--- src/rtl/ogfx_vram_arbiter_if.sv ---
// ogfx_vram_arbiter_if: GFX/HOST requester ports and VRAM macro signals of the VRAM arbiter.
// slave = arbiter side, master = requesters plus RAM side.
interface ogfx_vram_arbiter_if #(
   parameter int AW = 17,
   parameter int DW = 16
);
   logic          gfx_req_i, gfx_we_i, gfx_gnt_o, gfx_rvld_o;
   logic [AW-1:0] gfx_addr_i;
   logic [DW-1:0] gfx_din_i, gfx_dout_o;
   logic          host_req_i, host_we_i, host_gnt_o, host_rvld_o;
   logic [AW-1:0] host_addr_i;
   logic [DW-1:0] host_din_i, host_dout_o;
   logic [AW-1:0] vid_ram_addr_o;
   logic          vid_ram_cen_o, vid_ram_wen_o;
   logic [DW-1:0] vid_ram_din_o, vid_ram_dout_i;
   modport slave (
      input  gfx_req_i, gfx_we_i, gfx_addr_i, gfx_din_i,
      input  host_req_i, host_we_i, host_addr_i, host_din_i, vid_ram_dout_i,
      output gfx_gnt_o, gfx_rvld_o, gfx_dout_o, host_gnt_o, host_rvld_o, host_dout_o,
      output vid_ram_addr_o, vid_ram_cen_o, vid_ram_wen_o, vid_ram_din_o
   );
   modport master (
      output gfx_req_i, gfx_we_i, gfx_addr_i, gfx_din_i,
      output host_req_i, host_we_i, host_addr_i, host_din_i, vid_ram_dout_i,
      input  gfx_gnt_o, gfx_rvld_o, gfx_dout_o, host_gnt_o, host_rvld_o, host_dout_o,
      input  vid_ram_addr_o, vid_ram_cen_o, vid_ram_wen_o, vid_ram_din_o
   );
endinterface

--- src/rtl/ogfx_vram_arbiter.sv ---
// ogfx_vram_arbiter: round-robin sharing of one single-port VRAM between GFX (port 0) and HOST (port 1).
// Define OGFX_VRAM_ARB_BURST_EN to let GFX keep the grant for up to BURST_LEN contended accesses.
module ogfx_vram_arbiter #(
   parameter int AW = 17,
   parameter int DW = 16
`ifdef OGFX_VRAM_ARB_BURST_EN
   , parameter int BURST_LEN = 8
`endif
) (
   input logic                mclk,
   input logic                puc_rst,
   ogfx_vram_arbiter_if.slave bus
);
   logic          gnt_g, gnt_h, we_d, cen_d, wen_d, last_d, last_q, cen_q, wen_q, gfx_pri;
   logic [AW-1:0] addr_d, addr_q;
   logic [DW-1:0] din_d, din_q, gdout_q, hdout_q;
   logic [1:0]    tag1_d, tag1_q, tag2_q;
`ifdef OGFX_VRAM_ARB_BURST_EN
   localparam int CW = $clog2(BURST_LEN + 1);
   logic [CW-1:0] cnt_d, cnt_q;
   // cnt_q counts GFX grants taken while HOST was also requesting
   assign gfx_pri = last_q | (cnt_q < CW'(BURST_LEN));
   assign cnt_d   = gnt_g ? (bus.host_req_i ? cnt_q + CW'(1) : cnt_q) : '0;
   always_ff @(posedge mclk or posedge puc_rst)
      if (puc_rst) cnt_q <= '0;
      else cnt_q <= cnt_d;
`else
   assign gfx_pri = last_q;
`endif
   always_comb begin
      gnt_g  = ~puc_rst & bus.gfx_req_i & (~bus.host_req_i | gfx_pri);
      gnt_h  = ~puc_rst & bus.host_req_i & ~gnt_g;
      we_d   = gnt_g ? bus.gfx_we_i : bus.host_we_i;
      addr_d = gnt_g ? bus.gfx_addr_i : gnt_h ? bus.host_addr_i : addr_q;
      din_d  = gnt_g ? bus.gfx_din_i : gnt_h ? bus.host_din_i : din_q;
      cen_d  = ~(gnt_g | gnt_h);
      wen_d  = cen_d | ~we_d;
      last_d = gnt_g ? 1'b0 : gnt_h ? 1'b1 : last_q;
      tag1_d = {gnt_h & ~bus.host_we_i, gnt_g & ~bus.gfx_we_i};
   end
   always_ff @(posedge mclk or posedge puc_rst)
      if (puc_rst) begin
         addr_q  <= '0;
         din_q   <= '0;
         cen_q   <= 1'b1;
         wen_q   <= 1'b1;
         last_q  <= 1'b1;
         tag1_q  <= '0;
         tag2_q  <= '0;
         gdout_q <= '0;
         hdout_q <= '0;
      end else begin
         addr_q <= addr_d;
         din_q  <= din_d;
         cen_q  <= cen_d;
         wen_q  <= wen_d;
         last_q <= last_d;
         tag1_q <= tag1_d;
         tag2_q <= tag1_q;
         if (tag2_q[0]) gdout_q <= bus.vid_ram_dout_i;
         if (tag2_q[1]) hdout_q <= bus.vid_ram_dout_i;
      end
   // read data is forwarded in the return cycle and held afterwards
   assign bus.gfx_gnt_o      = gnt_g;
   assign bus.host_gnt_o     = gnt_h;
   assign bus.gfx_rvld_o     = tag2_q[0];
   assign bus.host_rvld_o    = tag2_q[1];
   assign bus.gfx_dout_o     = tag2_q[0] ? bus.vid_ram_dout_i : gdout_q;
   assign bus.host_dout_o    = tag2_q[1] ? bus.vid_ram_dout_i : hdout_q;
   assign bus.vid_ram_addr_o = addr_q;
   assign bus.vid_ram_din_o  = din_q;
   assign bus.vid_ram_cen_o  = cen_q;
   assign bus.vid_ram_wen_o  = wen_q;
endmodule

--- src/flat_wrapper.sv ---
// flat-port wrapper written by rule: the top's interface ports become plain ports
module ogfx_vram_arbiter_flat 
#(
   parameter int AW = 17,
   parameter int DW = 16

)
  (mclk, puc_rst, bus_gfx_req_i, bus_gfx_we_i, bus_gfx_addr_i, bus_gfx_din_i, bus_host_req_i, bus_host_we_i, bus_host_addr_i, bus_host_din_i, bus_vid_ram_dout_i, bus_gfx_gnt_o, bus_gfx_rvld_o, bus_gfx_dout_o, bus_host_gnt_o, bus_host_rvld_o, bus_host_dout_o, bus_vid_ram_addr_o, bus_vid_ram_cen_o, bus_vid_ram_wen_o, bus_vid_ram_din_o);
  ogfx_vram_arbiter_if #(.AW(AW), .DW(DW)) bus_i ();
  input logic mclk;
  input logic puc_rst;
  input wire logic [$bits(bus_i.gfx_req_i)-1:0] bus_gfx_req_i;
  input wire logic [$bits(bus_i.gfx_we_i)-1:0] bus_gfx_we_i;
  input wire logic [$bits(bus_i.gfx_addr_i)-1:0] bus_gfx_addr_i;
  input wire logic [$bits(bus_i.gfx_din_i)-1:0] bus_gfx_din_i;
  input wire logic [$bits(bus_i.host_req_i)-1:0] bus_host_req_i;
  input wire logic [$bits(bus_i.host_we_i)-1:0] bus_host_we_i;
  input wire logic [$bits(bus_i.host_addr_i)-1:0] bus_host_addr_i;
  input wire logic [$bits(bus_i.host_din_i)-1:0] bus_host_din_i;
  input wire logic [$bits(bus_i.vid_ram_dout_i)-1:0] bus_vid_ram_dout_i;
  output wire logic [$bits(bus_i.gfx_gnt_o)-1:0] bus_gfx_gnt_o;
  output wire logic [$bits(bus_i.gfx_rvld_o)-1:0] bus_gfx_rvld_o;
  output wire logic [$bits(bus_i.gfx_dout_o)-1:0] bus_gfx_dout_o;
  output wire logic [$bits(bus_i.host_gnt_o)-1:0] bus_host_gnt_o;
  output wire logic [$bits(bus_i.host_rvld_o)-1:0] bus_host_rvld_o;
  output wire logic [$bits(bus_i.host_dout_o)-1:0] bus_host_dout_o;
  output wire logic [$bits(bus_i.vid_ram_addr_o)-1:0] bus_vid_ram_addr_o;
  output wire logic [$bits(bus_i.vid_ram_cen_o)-1:0] bus_vid_ram_cen_o;
  output wire logic [$bits(bus_i.vid_ram_wen_o)-1:0] bus_vid_ram_wen_o;
  output wire logic [$bits(bus_i.vid_ram_din_o)-1:0] bus_vid_ram_din_o;
  assign bus_i.gfx_req_i = bus_gfx_req_i;
  assign bus_i.gfx_we_i = bus_gfx_we_i;
  assign bus_i.gfx_addr_i = bus_gfx_addr_i;
  assign bus_i.gfx_din_i = bus_gfx_din_i;
  assign bus_i.host_req_i = bus_host_req_i;
  assign bus_i.host_we_i = bus_host_we_i;
  assign bus_i.host_addr_i = bus_host_addr_i;
  assign bus_i.host_din_i = bus_host_din_i;
  assign bus_i.vid_ram_dout_i = bus_vid_ram_dout_i;
  assign bus_gfx_gnt_o = bus_i.gfx_gnt_o;
  assign bus_gfx_rvld_o = bus_i.gfx_rvld_o;
  assign bus_gfx_dout_o = bus_i.gfx_dout_o;
  assign bus_host_gnt_o = bus_i.host_gnt_o;
  assign bus_host_rvld_o = bus_i.host_rvld_o;
  assign bus_host_dout_o = bus_i.host_dout_o;
  assign bus_vid_ram_addr_o = bus_i.vid_ram_addr_o;
  assign bus_vid_ram_cen_o = bus_i.vid_ram_cen_o;
  assign bus_vid_ram_wen_o = bus_i.vid_ram_wen_o;
  assign bus_vid_ram_din_o = bus_i.vid_ram_din_o;
  ogfx_vram_arbiter #(.AW(AW), .DW(DW)) u_core (.mclk(mclk), .puc_rst(puc_rst), .bus(bus_i));
endmodule
--- config.mk ---
export PLATFORM = sky130hd
export DESIGN_NAME = ogfx_vram_arbiter_flat
export DESIGN_NICKNAME = d
export VERILOG_FILES = /design/src/rtl/ogfx_vram_arbiter_if.sv /design/src/rtl/ogfx_vram_arbiter.sv /design/src/flat_wrapper.sv
export SDC_FILE = /design/constraint.sdc
export NUM_CORES = 1
export LEC_CHECK = 0
export BUFFER_PORTS_ARGS = -buffer_cell sky130_fd_sc_hd__buf_2
export CAP_MARGIN = 10
export CELL_PAD_IN_SITES_DETAIL_PLACEMENT = 1
export CELL_PAD_IN_SITES_GLOBAL_PLACEMENT = 1
export CORE_MARGIN = 3
export CORE_UTILIZATION = 36
export CTS_BUF_LIST = sky130_fd_sc_hd__clkbuf_16
export DETAILED_ROUTE_END_ITERATION = 10
export HOLD_SLACK_MARGIN = 0.02
export PLACE_DENSITY = 0.82
export SLEW_MARGIN = 20
export SYNTH_ARGS = -nofsm -noshare
export SYNTH_HDL_FRONTEND = slang
export SYNTH_SLANG_ARGS = --single-unit
--- constraint.sdc ---
create_clock -name mclk -period 4.7 [get_ports mclk]
set_input_delay 0.94 -clock mclk [delete_from_list [all_inputs] [get_ports mclk]]
set_output_delay 0.94 -clock mclk [all_outputs]
set_load 0.05 [all_outputs]
Yosys cells after proc, flatten, opt, wreduce, memory -nomap -nowiden. Cells that the tools add are included.

Flip-flop bits (word level): 72. Output and inout port bits: 71. Logic and storage cells: 35.

Muxes and demuxes: 9. Bitwise logic cells: 16. Reductions and logical operators: 1.

Operator list (number): $mux W16 (4); $mux W17 (2); $not A1 Y1 (7); $and A1 B1 Y1 (6); $mux W1 (3); $or A1 B1 Y1 (3); $reduce_bool A2 Y1 (1).

Depth between registers and ports, before layout. Gate-level depths: netlist of the first run.

Depth after elaboration: 8. Depth in mapped cells: 5. Depth with buffers taken out: 3.

Worst setup path before layout of the first run. No wires, ideal clock.

Path type: input port to output port. Start: input port puc_rst. End: output port bus_host_gnt_o. Arrival: 3.403 ns. Data required time: 3.760 ns. Setup slack: 0.357 ns. Cell stages on the path: 3. Path through: inv_1 nand2_1 nor2_1.

Longest elaborated chain between the ends: 5. Elaborated cells on any way between the ends: 6. Classes of those cells: bitwise (6).

RTL lines: start, declared (line flat_wrapper.sv:11) `input logic puc_rst;`; $not A1 Y1 (*) (line ogfx_vram_arbiter.sv:31, ogfx_vram_arbiter.sv:32); $and A1 B1 Y1 (2 in series) (line ogfx_vram_arbiter.sv:31) `gnt_g = ~puc_rst & bus.gfx_req_i & (~bus.host_req_i | gfx_pri);`; $not A1 Y1 (line ogfx_vram_arbiter.sv:32) `gnt_h = ~puc_rst & bus.host_req_i & ~gnt_g;`; $and A1 B1 Y1 (*) (line ogfx_vram_arbiter.sv:32); end, declared (line flat_wrapper.sv:24) `output wire logic [$bits(bus_i.host_gnt_o)-1:0] bus_host_gnt_o;`.

Mark *: on every way between the ends. The rest lies on a longest branch, timed or not.

Worst setup path after layout of the first run. Same ends and word-level chain as after synthesis.

==> impl_summary.md, run 1 <==
Clock network
The hold buffer count at CTS is 0. The CTS tree is built. At the later pin of the worst-skew pair, clock insertion delay measures 0.32 ns. The post-cts gate resize count is 0. After clock tree synthesis, the clock-pin slew on the worst setup and hold paths is 0.06 ns.

Buffers inserted during clock tree synthesis total 9. The clock passes through at most 2 buffers. The H-tree generated during clock tree synthesis spans 3 levels. After clock tree synthesis, the setup repair step added 0 buffers. The buffer type at the clock tree root is sky130_fd_sc_hd__clkbuf_16. The CTS sink count is 72.

Drt
The met2 wire length is 4680 um. After detailed routing, the average wire length per cell comes to 17.0 um. In the final routing, the length of wire on met1 measures 3740 um.

Detailed routing placed a total of 613 um of wire on met3. The total number of vias is 2,722. Summed over all layers, the routed wires come to 9140 um. After detailed routing, the number of remaining DRC violations is 0. The first-pass detailed-route iteration total is 4. In this run the remaining antenna-violating nets after routing total 0. The number of violations reported at the end of detailed-routing iteration 0 is 56. The routed via count divided by cell count is 5.06. The uppermost signal routing layer after detailed routing is met4.

Critical path
The instance count on the critical path is 6. On the worst path, the slowest cell contributes a delay of 0.33 ns. In this run the critical register-to-register path is captured at u_core.bus.vid_ram_addr_o[7]$_DFFE_PP0P_. The category of the critical setup timing path is input port to output port. The critical path startpoint is puc_rst.

The critical path goes through buf_2, nand2b_1, buf_4, nor2_1, nor2_1, buf_2. The startpoint of the worst-slack reg-to-reg timing path is u_core.gfx_pri$_DFFE_PP1P_. The reg2reg setup slack is 3.21 ns.

At the worst endpoint, the required time is 3.76 ns. The critical path capture point type is an output port. The combined buffer and inverter count along the critical path is 3. The termination of the worst setup path is bus_host_gnt_o.

The launching element type of the critical path is an input port. STA puts the critical path data arrival time at 2.00 ns. The largest individual stage delay along the critical path comes from the cell sky130_fd_sc_hd__buf_4.

In this run the worst path has a maximum fanout of 37. The kind of cell adding the most delay to the critical path is buffers and inverters. The number of cell instances on the worst register-to-register path is 4.

Finish
The post-route standard cell area excluding fillers is 4190 um^2. The final non-filler cell total is 538. In the final layout, the share of cells above drive strength 1 is 50.6%. The final net count is 516. The post-synthesis to final-layout area growth is 35.6%. The antenna diode count is 0.

Power and ir drop
The part of the total power dissipated in sequential elements is 35.0%. The combinational cell fraction of total power is 34.4%. The power per cell area is 532 nW/um^2. The internal portion of the total power is 1.34 mW. The largest voltage drop on the vdd net is 0.162 mV.

The switching power of the nets is 894 uW. The leakage power of the design is 1.95 nW. The clock network burns 30.6% of the power. The switching share of power is 40.1%. The overall power of the completed layout is 2.23 mW.

Flow run
Max-cap violations in this run came to 0.

Logic synthesis
The area share of the largest cell type after synthesis is 55.8%. The commonest register cell after synthesis is sky130_fd_sc_hd__dfrtp_1. The synthesis-stage register bit count is 72.

Ranked by total cell area, the synthesized netlist is headed by sky130_fd_sc_hd__dfrtp_1 56%, sky130_fd_sc_hd__mux2_2 12%, sky130_fd_sc_hd__a31oi_1 6.7%. The synthesized cell area is 3090 um^2. The largest total area in the synthesized netlist belongs to sky130_fd_sc_hd__dfrtp_1. The share of the yosys chip area belonging to registers is 58.4%. The number of warnings reported in the yosys synthesis log is 0. Counting flops with a built-in enable in the synthesized netlist gives 0.

Synthesis produced 280 cells. The number of library cell types mapped by synthesis is 18. The most common cell in the netlist is sky130_fd_sc_hd__dfrtp_1. The synthesized area per cell is 11.0 um^2.

By count the netlist is led by 69 x sky130_fd_sc_hd__dfrtp_1, 35 x sky130_fd_sc_hd__nor2_1, 34 x sky130_fd_sc_hd__nand3_1. The share of async-settable or async-resettable flops after synthesis is 100%. The net count of the mapped netlist is 368.

Die
During I/O placement, the number of pins put on the boundary was 159. The initial utilization of the core area, before any placement, comes to 37.3%. In this run the core area contains 33 standard-cell rows.

The floorplan die area is 9740 um^2. The floorplan step set the die width to 98.7 um. The area of the core region is 8300 um^2. Measured along the y axis, the die boundary spans 98.7 um.

Timing
The clock skew after layout is 0.00849 ns. The maximum operating frequency is 0.340 GHz. Final hold analysis gives a worst-case slack of 0.347 ns.

Setup violations remaining at the end of the flow were counted as 0. Setup repair after global routing left no endpoint under its margin. The final-layout setup total negative slack is 0 ns. The headroom to the max-slew limit is 40.8%. The number of pins with negative max-slew slack in the final report is 0. At the pin with the least slew margin, the transition time is 0.887 ns. The share of the clock period used by the worst path after layout is 62.5%. The count of endpoints failing hold in the final timing report is 0. The post-layout minimum cycle time is 2.94 ns.

Global routing
The first global-routing pass estimated 14,600 um of wire. In the global route stage, overall resource usage came out at 18.9%. The initial antenna violation count is 0. Entering global routing, the biggest net connects 73 pins. The number of global-route vias before repair is 2,805. The total global routing overflow is 0.

Run status
The flow ran to the end, and the final reports show no timing, DRC or antenna violations.

Placement
The count of buffers added on input and output ports is 158. The total half-perimeter wirelength after legalization and detailed placement is 6340 um. The placed instances occupy a cell area of 3890 um^2. The congestion estimate from routability-driven global placement came to 0.761.

The count of placed standard cells including taps is 522.

Hold path
The path class of the tightest hold or removal check is register to register.
[worst min path at each step]
stage,depth (start not counted),slack (ns),to,from
6_report,0,0.35,u_core.tag2_q[1]$_DFF_PP0_,u_core.tag1_q[1]$_DFF_PP0_
2_1_floorplan,0,0.33,u_core.tag2_q[0]$_DFF_PP0_,u_core.tag1_q[0]$_DFF_PP0_
5_1_grt,0,0.35,u_core.tag2_q[1]$_DFF_PP0_,u_core.tag1_q[1]$_DFF_PP0_
3_3_place_gp,0,0.33,u_core.tag2_q[0]$_DFF_PP0_,u_core.tag1_q[0]$_DFF_PP0_
3_5_place_dp,0,0.34,u_core.tag2_q[1]$_DFF_PP0_,u_core.tag1_q[1]$_DFF_PP0_
4_1_cts,0,0.35,u_core.tag2_q[1]$_DFF_PP0_,u_core.tag1_q[1]$_DFF_PP0_
[area by class of cell]
| type | instances | area (um^2) |
|---|---|---|
| clock inverters | 7 | 78.8 |
| well taps | 105 | 131 |
| clock buffers | 9 | 225 |
| multi-input cells | 179 | 1110 |
| inverters | 2 | 7.51 |
| repair buffers | 164 | 836 |
| flip-flops and latches | 72 | 1810 |
| fillers | 994 | 4110 |
[power by group through the flow]
| stage | registers [mW] | logic, mW | clock network [mW] |
|---|---|---|---|
| finish | 0.780 | 0.768 | 0.683 |
| global route | 0.793 | 0.811 | 0.734 |
| CTS | 0.781 | 0.776 | 0.701 |
| detailed placement | 0.788 | 0.772 | 0 |
| global placement | 0.780 | 0.753 | 0 |
| floorplan | 0.924 | 0.446 | 0 |
[per-layer routing]
layer | global-route usage [%] | vias to the layer above
li1 | - | 1291
met1 | 22.6 | 1316
met2 | 33.7 | 105
met3 | 4.18 | 10
met4 | 5.99 | 0
met5 | 0 | -
[cells by family (layout without fill, tap and decap cells)]
logic type / after synthesis / after routing / share of synthesized area [%]
and+or+nand+nor: 77 / 77 / 11.1
AOI/OAI and AO/OA: 70 / 70 / 12.9
muxes: 32 / 32 / 11.7
DFF: 72 / 72 / 58.4
buffers and inverters: 29 / 182 / 5.95
[layout by cell type, fill, tap and decap left out]
| cell | netlist | final |
|---|---|---|
| sky130_fd_sc_hd__bufinv_16 | 0 | 1 |
| sky130_fd_sc_hd__a31oi_1 | 33 | 33 |
| sky130_fd_sc_hd__nand2b_1 | 2 | 2 |
| sky130_fd_sc_hd__o21ai_0 | 25 | 25 |
| sky130_fd_sc_hd__nor2_1 | 35 | 35 |
| sky130_fd_sc_hd__dfstp_2 | 3 | 3 |
| sky130_fd_sc_hd__buf_2 | 15 | 158 |
| sky130_fd_sc_hd__buf_4 | 9 | 6 |
| sky130_fd_sc_hd__inv_6 | 0 | 2 |
| sky130_fd_sc_hd__clkinv_4 | 0 | 1 |
| sky130_fd_sc_hd__o21ai_1 | 10 | 10 |
| sky130_fd_sc_hd__nor3_1 | 2 | 2 |
| sky130_fd_sc_hd__clkbuf_16 | 0 | 9 |
| sky130_fd_sc_hd__nor2b_2 | 0 | 2 |
| sky130_fd_sc_hd__inv_2 | 0 | 1 |
| sky130_fd_sc_hd__dfrtp_1 | 69 | 69 |
| sky130_fd_sc_hd__nand2_1 | 2 | 2 |
| sky130_fd_sc_hd__a21o_1 | 1 | 1 |
| sky130_fd_sc_hd__nand3_1 | 34 | 34 |
| sky130_fd_sc_hd__inv_1 | 2 | 1 |
| sky130_fd_sc_hd__mux2_2 | 32 | 32 |
| sky130_fd_sc_hd__o21ba_2 | 1 | 1 |
| sky130_fd_sc_hd__clkinvlp_4 | 0 | 3 |
[sequential cells by signal, indices dropped and copies added, names as in the netlist]
register                   count
u_core.tag1_q                  2
u_core.bus.vid_ram_cen_o       1
u_core.bus.vid_ram_wen_o       1
u_core.gdout_q                16
u_core.hdout_q                16
u_core.bus.vid_ram_din_o      16
u_core.tag2_q                  2
u_core.bus.vid_ram_addr_o     17
u_core.gfx_pri                 1
[metrics by stage]
stage / utilization [%] / worst slack (ns)
2_1_floorplan: - / 0.357
3_3_place_gp: 46.9 / 1.78
3_5_place_dp: 46.9 / 1.74
4_1_cts: 50.5 / 1.74
5_1_grt: 50.5 / 1.64
6_report: 50.5 / 1.76
(Power assumes the default switching activity.)
==> run 2, diff against run 1 <==
ABC_AREA = 1   (was unset)
CORE_UTILIZATION = 31   (was 36)
PLACE_DENSITY = 0.73   (was 0.82)
clock period = 2.4 ns   (was 4.7 ns; I/O delays follow)
==> run 2 against run 1 <==
Net effect: power rose by 98%; first-iteration DRC count rose by 38%; highest routed layer is now met5; utilization fell by 7.7 points; synthesized cell count rose by 33%; sequential cell count did not move; critical path type is now register to output port; register-to-register slack got worse by 2.3 ns.
==> impl_summary.md, run 2 <==
Critical path
The launching element type of the critical path is a register. The worst register-to-register path begins at u_core.gfx_pri$_DFFE_PP1P_. The required time of the critical path is 1.92 ns (-1.84 ns). The number of cell instances on the worst register-to-register path is 6 (+2). The reg2reg setup slack is 0.94 ns (-2.27 ns). The maximum fanout along the worst path came to 17 (-54%).

The worst path arrival time was 1.50 ns (-0.50 ns). STA classifies the critical path endpoint as an output port. The worst reg2reg path endpoint is u_core.bus.vid_ram_din_o[12]$_DFFE_PP0P_. The category of the critical setup timing path is register to output port.

Logic synthesis
The number of warnings reported in the yosys synthesis log is 0 (unchanged). Ranked by instance count, the synthesized netlist is headed by 96 x sky130_fd_sc_hd__nand2_1, 69 x sky130_fd_sc_hd__dfrtp_1, 69 x sky130_fd_sc_hd__inv_1. The synthesized area per cell is 9.58 um^2 (-13%). The synthesis-stage register bit count came to 72 (unchanged). The number of library cell types mapped by synthesis is 22 (+4). The share of the yosys chip area belonging to registers is 50.8% (-7.6 points). The count of flip-flops with a built-in enable after synthesis is 0 (unchanged). The cell count after synthesis was 371 (+33%). The share of async-settable or async-resettable flops after synthesis is 100% (unchanged). The net count of the mapped netlist is 459 (+25%). The area share of the largest cell type after synthesis was 48.6% (-7.3 points). The library cell occupying the most area in the post-synthesis netlist is sky130_fd_sc_hd__dfrtp_1. By area the synthesized netlist is led by sky130_fd_sc_hd__dfrtp_1 49%, sky130_fd_sc_hd__mux2_2 10%, sky130_fd_sc_hd__nand2_1 10%. The synthesized cell area is 3550 um^2 (+15%). The most common cell in the netlist is sky130_fd_sc_hd__nand2_1. Among all flip-flop cells after synthesis, the most frequent one is sky130_fd_sc_hd__dfrtp_1.

Timing
The minimum setup slack in the final design was 0.419 ns (-1.34 ns). For this run, the top clock speed supported by timing is 0.505 GHz. The slew at the pin closest to its max-slew limit is 0.753 ns (-0.135 ns). The number of pins with negative max-slew slack in the final report was 0 (unchanged). The clock skew after layout is 0.00552 ns (-0.00297 ns).

The final-layout worst hold slack is 0.126 ns (-0.220 ns). The post-layout minimum cycle time is 1.98 ns. Setup repair after global routing left no endpoint under its margin. The final-layout setup total negative slack is 0 ns (unchanged). After layout, the worst path uses 82.5% of the clock period. The headroom to the max-slew limit is 49.8% (+9.0 points). The count of endpoints failing hold in the final timing report is 0 (unchanged). The number of setup violations in the final report is 0 (unchanged).

Die
The number of top-level pins was 159 (unchanged). The area of the core region is 11,000 um^2 (+33%). The floorplan die area is 12,800 um^2 (+31%). The width of the chip is 113 um (+15%). The number of standard-cell rows in the floorplan is 38 (+15%). The initial core utilization is 32.2% (-5.0 points). The die extent in y came to 113 um (+15%).

Finish
The end-of-flow core utilization came to 42.8% (-7.7 points). The final net count is 616 (+19%). The sequential cell area in the final layout came to 1810 um^2 (unchanged). In the layout the commonest cells are 158 x sky130_fd_sc_hd__buf_2, 96 x sky130_fd_sc_hd__nand2_1, 70 x sky130_fd_sc_hd__inv_1.

The area of the multi-input gates is 1290 um^2 (+17%). The number of fill cells in the layout is 1,349 (+36%). The layout cell share with drive strength beyond 1 is 47.7% (-2.9 points). The library cell used most frequently in the layout, excluding fill and tap cells, is sky130_fd_sc_hd__buf_2. The post-synthesis to final-layout area growth is 32.9%. The number of flip-flops under the largest register name is 17 (unchanged).

Clock network
The tree is rooted in a sky130_fd_sc_hd__clkbuf_16. The post-CTS setup buffer count is 0 (unchanged). The deepest clock path buffer count is 2 (unchanged).

The later-pin clock latency in the skew report is 0.32 ns (about the same). The number of buffers inserted during clock tree synthesis is 9 (unchanged). The CTS tree is built. The number of levels the H-tree was split into is 3 (unchanged). The clock transition at the registers of the reported paths is 0.06 ns (about the same). The post-cts gate resize count was 0 (unchanged). The CTS sink count is 72 (unchanged).

The hold buffer count at CTS is 0 (unchanged).

Placement
The placer's final routability congestion estimate came to 0.784 (+3.0%). The post-place setup slack is 0.578 ns (-1.16 ns). The number of port buffers came to 158 (unchanged). The total half-perimeter wirelength after legalization and detailed placement is 7420 um (+17%).

Drt
The first-pass detailed-route iteration total came to 4 (unchanged). The average routed wire per standard cell is 14.6 um (-14%). The routed via count divided by cell count came to 4.48 (-11%).

The residual DRC count is 0 (unchanged). The remaining antenna violation count after routing is 0 (unchanged). The total routed wirelength was 9840 um (+7.7%). The total number of vias was 3,021 (+11%). The number of violations reported at the end of detailed-routing iteration 0 is 77 (+38%).

Global routing
The total global routing overflow is 0 (unchanged). The first-pass GRT wire length is 16,300 um (+11%). The aggregate global-route resource usage came to 15.7% (-3.2 points). The number of global-route vias before repair came to 3,210 (+14%). The largest net degree at the start of global routing is 61 (-16%).

The initial antenna violation count is 1 (+1).

Run status
The run finished with clean final reports.

Power and ir drop
The largest voltage drop on the vdd net is 0.490 mV (+200%). The leakage power of the design came to 2.70 nW (+38%). The power per cell area is 935 nW/um^2 (+76%). The overall power of the completed layout was 4.42 mW (+98%).

Flow run
The max-cap check violation count is 0 (unchanged).

Hold path
The type of the most critical hold path is input port to async pin.
run 2: cell types whose count changed in the layout (fill, tap and decap cells not counted), sizes merged, moves of 2 or more:
cell / change
nand3: +32
nand2b: -2
inv: +70
a31oi: -33
nand2: +100
nor2b: -2
nor2: -32
o21ai: -32
run 2: critical path: stages, from the launching register on:
cell,delay [ns]
sky130_fd_sc_hd__dfrtp_1,0.33
sky130_fd_sc_hd__buf_4,0.25
sky130_fd_sc_hd__mux2_2,0.39
sky130_fd_sc_hd__buf_2,0.22
run 2: metal layers:
layer	part of all wire [%]	GRT usage [%]
met5	0.13	0
met4	1.3	4.09
met2	45	25.2
met3	7.6	4.01
met1	46	21.3
run 2: power breakdown:
group	internal, mW	leakage [nW]	switching, mW
clock	0.911	0.153	0.503
sequential	1.42	0.865	0.0786
combinational	0.373	1.68	1.13
total	2.71	2.70	1.71
run 2: cell type report:
| class | instances | share of cell area, % |
|---|---|---|
| timing repair buffer | 165 | 17.9 |
| clock inverter | 7 | 2.04 |
| tap | 140 | 3.71 |
| sequential | 72 | 38.2 |
| inverter | 72 | 5.93 |
| multi-input combinational | 208 | 27.4 |
| antenna | 1 | 0.0530 |
| clock buffer | 9 | 4.77 |
run 2: kinds of logic after synthesis:
kind of cell	synth area share [%]
buffers and inverters	12.8
AND/OR/NAND/NOR	25.3
AO/OA/AOI/OAI	0.880
multiplexers	10.1
flip-flops	50.8
run 2: stage by stage:
stage	cells	area, um^2
after floorplan	371	3560
after global placement	657	4400
after detailed placement	657	4400
after CTS	673	4720
after global routing	673	4720
final	674	4720
run 2: worst max path at each step:
| stage | startpoint | end | slack, ns |
|---|---|---|---|
| finish | u_core.tag2_q[0]$_DFF_PP0_ | bus_gfx_dout_o[8] | 0.42 |
| detailed placement | puc_rst | u_core.bus.vid_ram_addr_o[9]$_DFFE_PP0P_ | 0.58 |
| global route | u_core.tag2_q[1]$_DFF_PP0_ | bus_host_dout_o[7] | 0.34 |
| floorplan | puc_rst | bus_host_gnt_o | 0.03 |
| CTS | u_core.tag2_q[1]$_DFF_PP0_ | bus_host_dout_o[7] | 0.39 |
| global placement | puc_rst | u_core.bus.vid_ram_addr_o[11]$_DFFE_PP0P_ | 0.62 |
==> run 3, diff against run 2 <==
clock period = 1.7 ns   (was 2.4 ns; I/O delays follow)
==> run 3 against run 2 <==
Net effect: the flow now finishes with violations (setup timing); worst hold slack gained 0.046 ns; die area is the same; critical path depth is the same; utilization grew 3.1 points; first-iteration DRC count grew 35%; non-clock buffer count grew 7; cell count grew 0.89%; global-route usage grew 1.3 points; routed wire length grew 8.8%; critical path type unchanged; largest cell class unchanged; largest power group is now combinational logic.
==> impl_summary.md, run 3 (same netlist as run 2, synthesis figures left out) <==
Finish
The post-route standard cell area excluding fillers is 5070 um^2 (+7.3%). The antenna diode count is 0 (-1). From synthesis to final layout, the design area changed by 42.5%. The final net count is 623 (+1.1%). The layout cell share with drive strength beyond 1 was 49.3% (+1.6 points). The end-of-flow core utilization was 45.9% (+3.1 points). The top cell types in the final layout, fill and taps aside, are 124 x sky130_fd_sc_hd__buf_2, 96 x sky130_fd_sc_hd__nand2_1, 67 x sky130_fd_sc_hd__inv_1, 67 x sky130_fd_sc_hd__dfrtp_1, 39 x sky130_fd_sc_hd__nand3_1. The most frequent standard cell in the layout excluding fill and tap cells is sky130_fd_sc_hd__buf_2. The final non-filler cell total came to 680 (+0.89%). The number of flip-flops under the largest register name was 17 (unchanged).

Timing
The clock skew after layout is 0.00288 ns (-0.00263 ns). After layout, the minimum clock period comes to 1.80 ns. The slew at the pin closest to its max-slew limit came to 0.419 ns (-0.334 ns). The minimum setup slack in the final design is -0.0969 ns (-0.516 ns). The worst path uses 106% of the clock period.

The maximum operating frequency is 0.557 GHz. The headroom to the max-slew limit is 72.1% (+22 points). The count of endpoints failing hold in the final timing report is 0 (unchanged).

Setup repair after global routing could not meet its margin everywhere. The number of pins with negative max-slew slack in the final report is 0 (unchanged). The number of setup violations in the final report is 32 (+32).

Power and ir drop
The power per cell area is 1310 nW/um^2 (+40%). The largest voltage drop on the vdd net is 0.741 mV (+51%). The overall power of the completed layout is 6.61 mW (+50%). The leakage power of the design came to 2.81 nW (+4.4%).

Placement
The post-place setup slack is 0.119 ns (-0.459 ns). The number of port buffers is 158 (unchanged). The total half-perimeter wirelength after legalization and detailed placement is 7410 um (-0.11%).

The placer's final routability congestion estimate is 0.770 (-1.8%). The count of placed standard cells including taps came to 657 (unchanged). The post-placement cell area is 4420 um^2 (+0.51%).

Die
The number of standard-cell rows in the floorplan is 38 (unchanged). The area of the core region is 11,000 um^2 (unchanged). The initial core utilization came to 32.2% (unchanged).

The die extent in y was 113 um (unchanged). The number of top-level pins came to 159 (unchanged). The floorplan die area is 12,800 um^2 (unchanged). The width of the chip is 113 um (unchanged).

Drt
The first-pass detailed-route iteration total came to 4 (unchanged). The average routed wire per standard cell was 15.7 um (+7.8%). The routed via count divided by cell count is 4.53 (+1.1%).

The remaining antenna violation count after routing came to 0 (unchanged). The residual DRC count came to 0 (unchanged). The number of violations reported at the end of detailed-routing iteration 0 came to 104 (+35%). The total number of vias came to 3,081 (+2.0%). The total routed wirelength was 10,700 um (+8.8%).

Critical path
The category of the critical setup timing path is register to output port. The maximum fanout along the worst path is 9 (-8). The worst path arrival time is 1.46 ns (-0.04 ns).

STA classifies the critical path endpoint as an output port. The reg2reg setup slack was 0.17 ns (-0.77 ns). The launching element type of the critical path is a register. The required time of the critical path was 1.36 ns (-0.56 ns).

Clock network
The later-pin clock latency in the skew report is 0.32 ns (about the same). The clock transition at the registers of the reported paths was 0.06 ns (about the same). The CTS tree is built. The deepest clock path buffer count is 2 (unchanged).

The CTS sink count came to 72 (unchanged). The root buffer cell chosen for the clock tree is sky130_fd_sc_hd__clkbuf_16. The number of buffers inserted during clock tree synthesis is 9 (unchanged). The number of levels the H-tree was split into came to 3 (unchanged).

Run status
The checks that failed: setup timing. The run finished, with violations left.

Global routing
The aggregate global-route resource usage is 17.1% (+1.3 points). The total global routing overflow is 0 (unchanged). The first-pass GRT wire length was 17,300 um (+6.4%). The initial antenna violation count came to 1 (unchanged). The largest net degree at the start of global routing is 74 (+21%).

The number of global-route vias before repair is 3,419 (+6.5%).

Hold path
The type of the most critical hold path is input port to async pin.

Flow run
The max-cap check violation count is 0 (unchanged).
[run 3: where the power goes]
part / leakage [nW] / total, mW / switching [mW] / internal, mW
sequential: 0.862 / 2.13 / 0.117 / 2.01
clock: 0.156 / 2.04 / 0.752 / 1.29
combinational: 1.80 / 2.45 / 1.66 / 0.785
total: 2.81 / 6.61 / 2.53 / 4.08
[run 3: final timing paths]
kind | to | from | cells past startpoint
max | bus_gfx_dout_o[12] | u_core.tag2_q[0]$_DFF_PP0_ | 3
min | u_core.bus.vid_ram_din_o[7]$_DFFE_PP0P_ | puc_rst | 3
max reg2reg | u_core.bus.vid_ram_din_o[15]$_DFFE_PP0P_ | u_core.gfx_pri$_DFFE_PP1P_ | 7
min reg2reg | u_core.tag2_q[0]$_DFF_PP0_ | u_core.tag1_q[0]$_DFF_PP0_ | 0
max in group asynchronous | u_core.tag2_q[1]$_DFF_PP0_ | puc_rst | 3
min in group mclk | u_core.bus.vid_ram_wen_o$_DFF_PP1_ | bus_gfx_we_i | 2
[run 3: layer usage]
layer | GRT usage (%) | part of all wire (%) | vias to the layer above
li1 | - | - | 1464
met3 | 4.49 | 7.4 | 8
met5 | 0 | 0.065 | -
met1 | 20.4 | 42 | 1491
met4 | 5.13 | 0.77 | 2
met2 | 30.1 | 49 | 116
[run 3: layout make-up]
class                      instances  area [um^2]
inverter                          72          285
tap                              140          175
sequential                        72         1810
multi-input combinational        208         1300
fill                            1311         5960
clock buffer                       9          225
timing repair buffer             172         1170
clock inverter                     7         95.1
[run 3: metrics by stage]
stage / setup TNS [ns] / hold WS [ns]
finish: -2.32 / 0.172
global route: -3.60 / 0.163
global placement: 0 / 0.362
detailed placement: 0 / 0.340
CTS: -2.46 / 0.160
floorplan: -1.29 / 0.276
[run 3: critical path, cell delays in order (launching register included)]
cell and delay [ns]:
sky130_fd_sc_hd__dfrtp_4 0.50, sky130_fd_sc_hd__buf_12 0.15, sky130_fd_sc_hd__mux2_2 0.31, sky130_fd_sc_hd__buf_6 0.17
[run 3: what timing repair did]
item | CTS | global route
setup buffers | 5 | 2
hold buffers | 0 | 0
resized for setup | 77 | 3
endpoints found under the setup margin | 34 | 33
pin swaps | 0 | 0
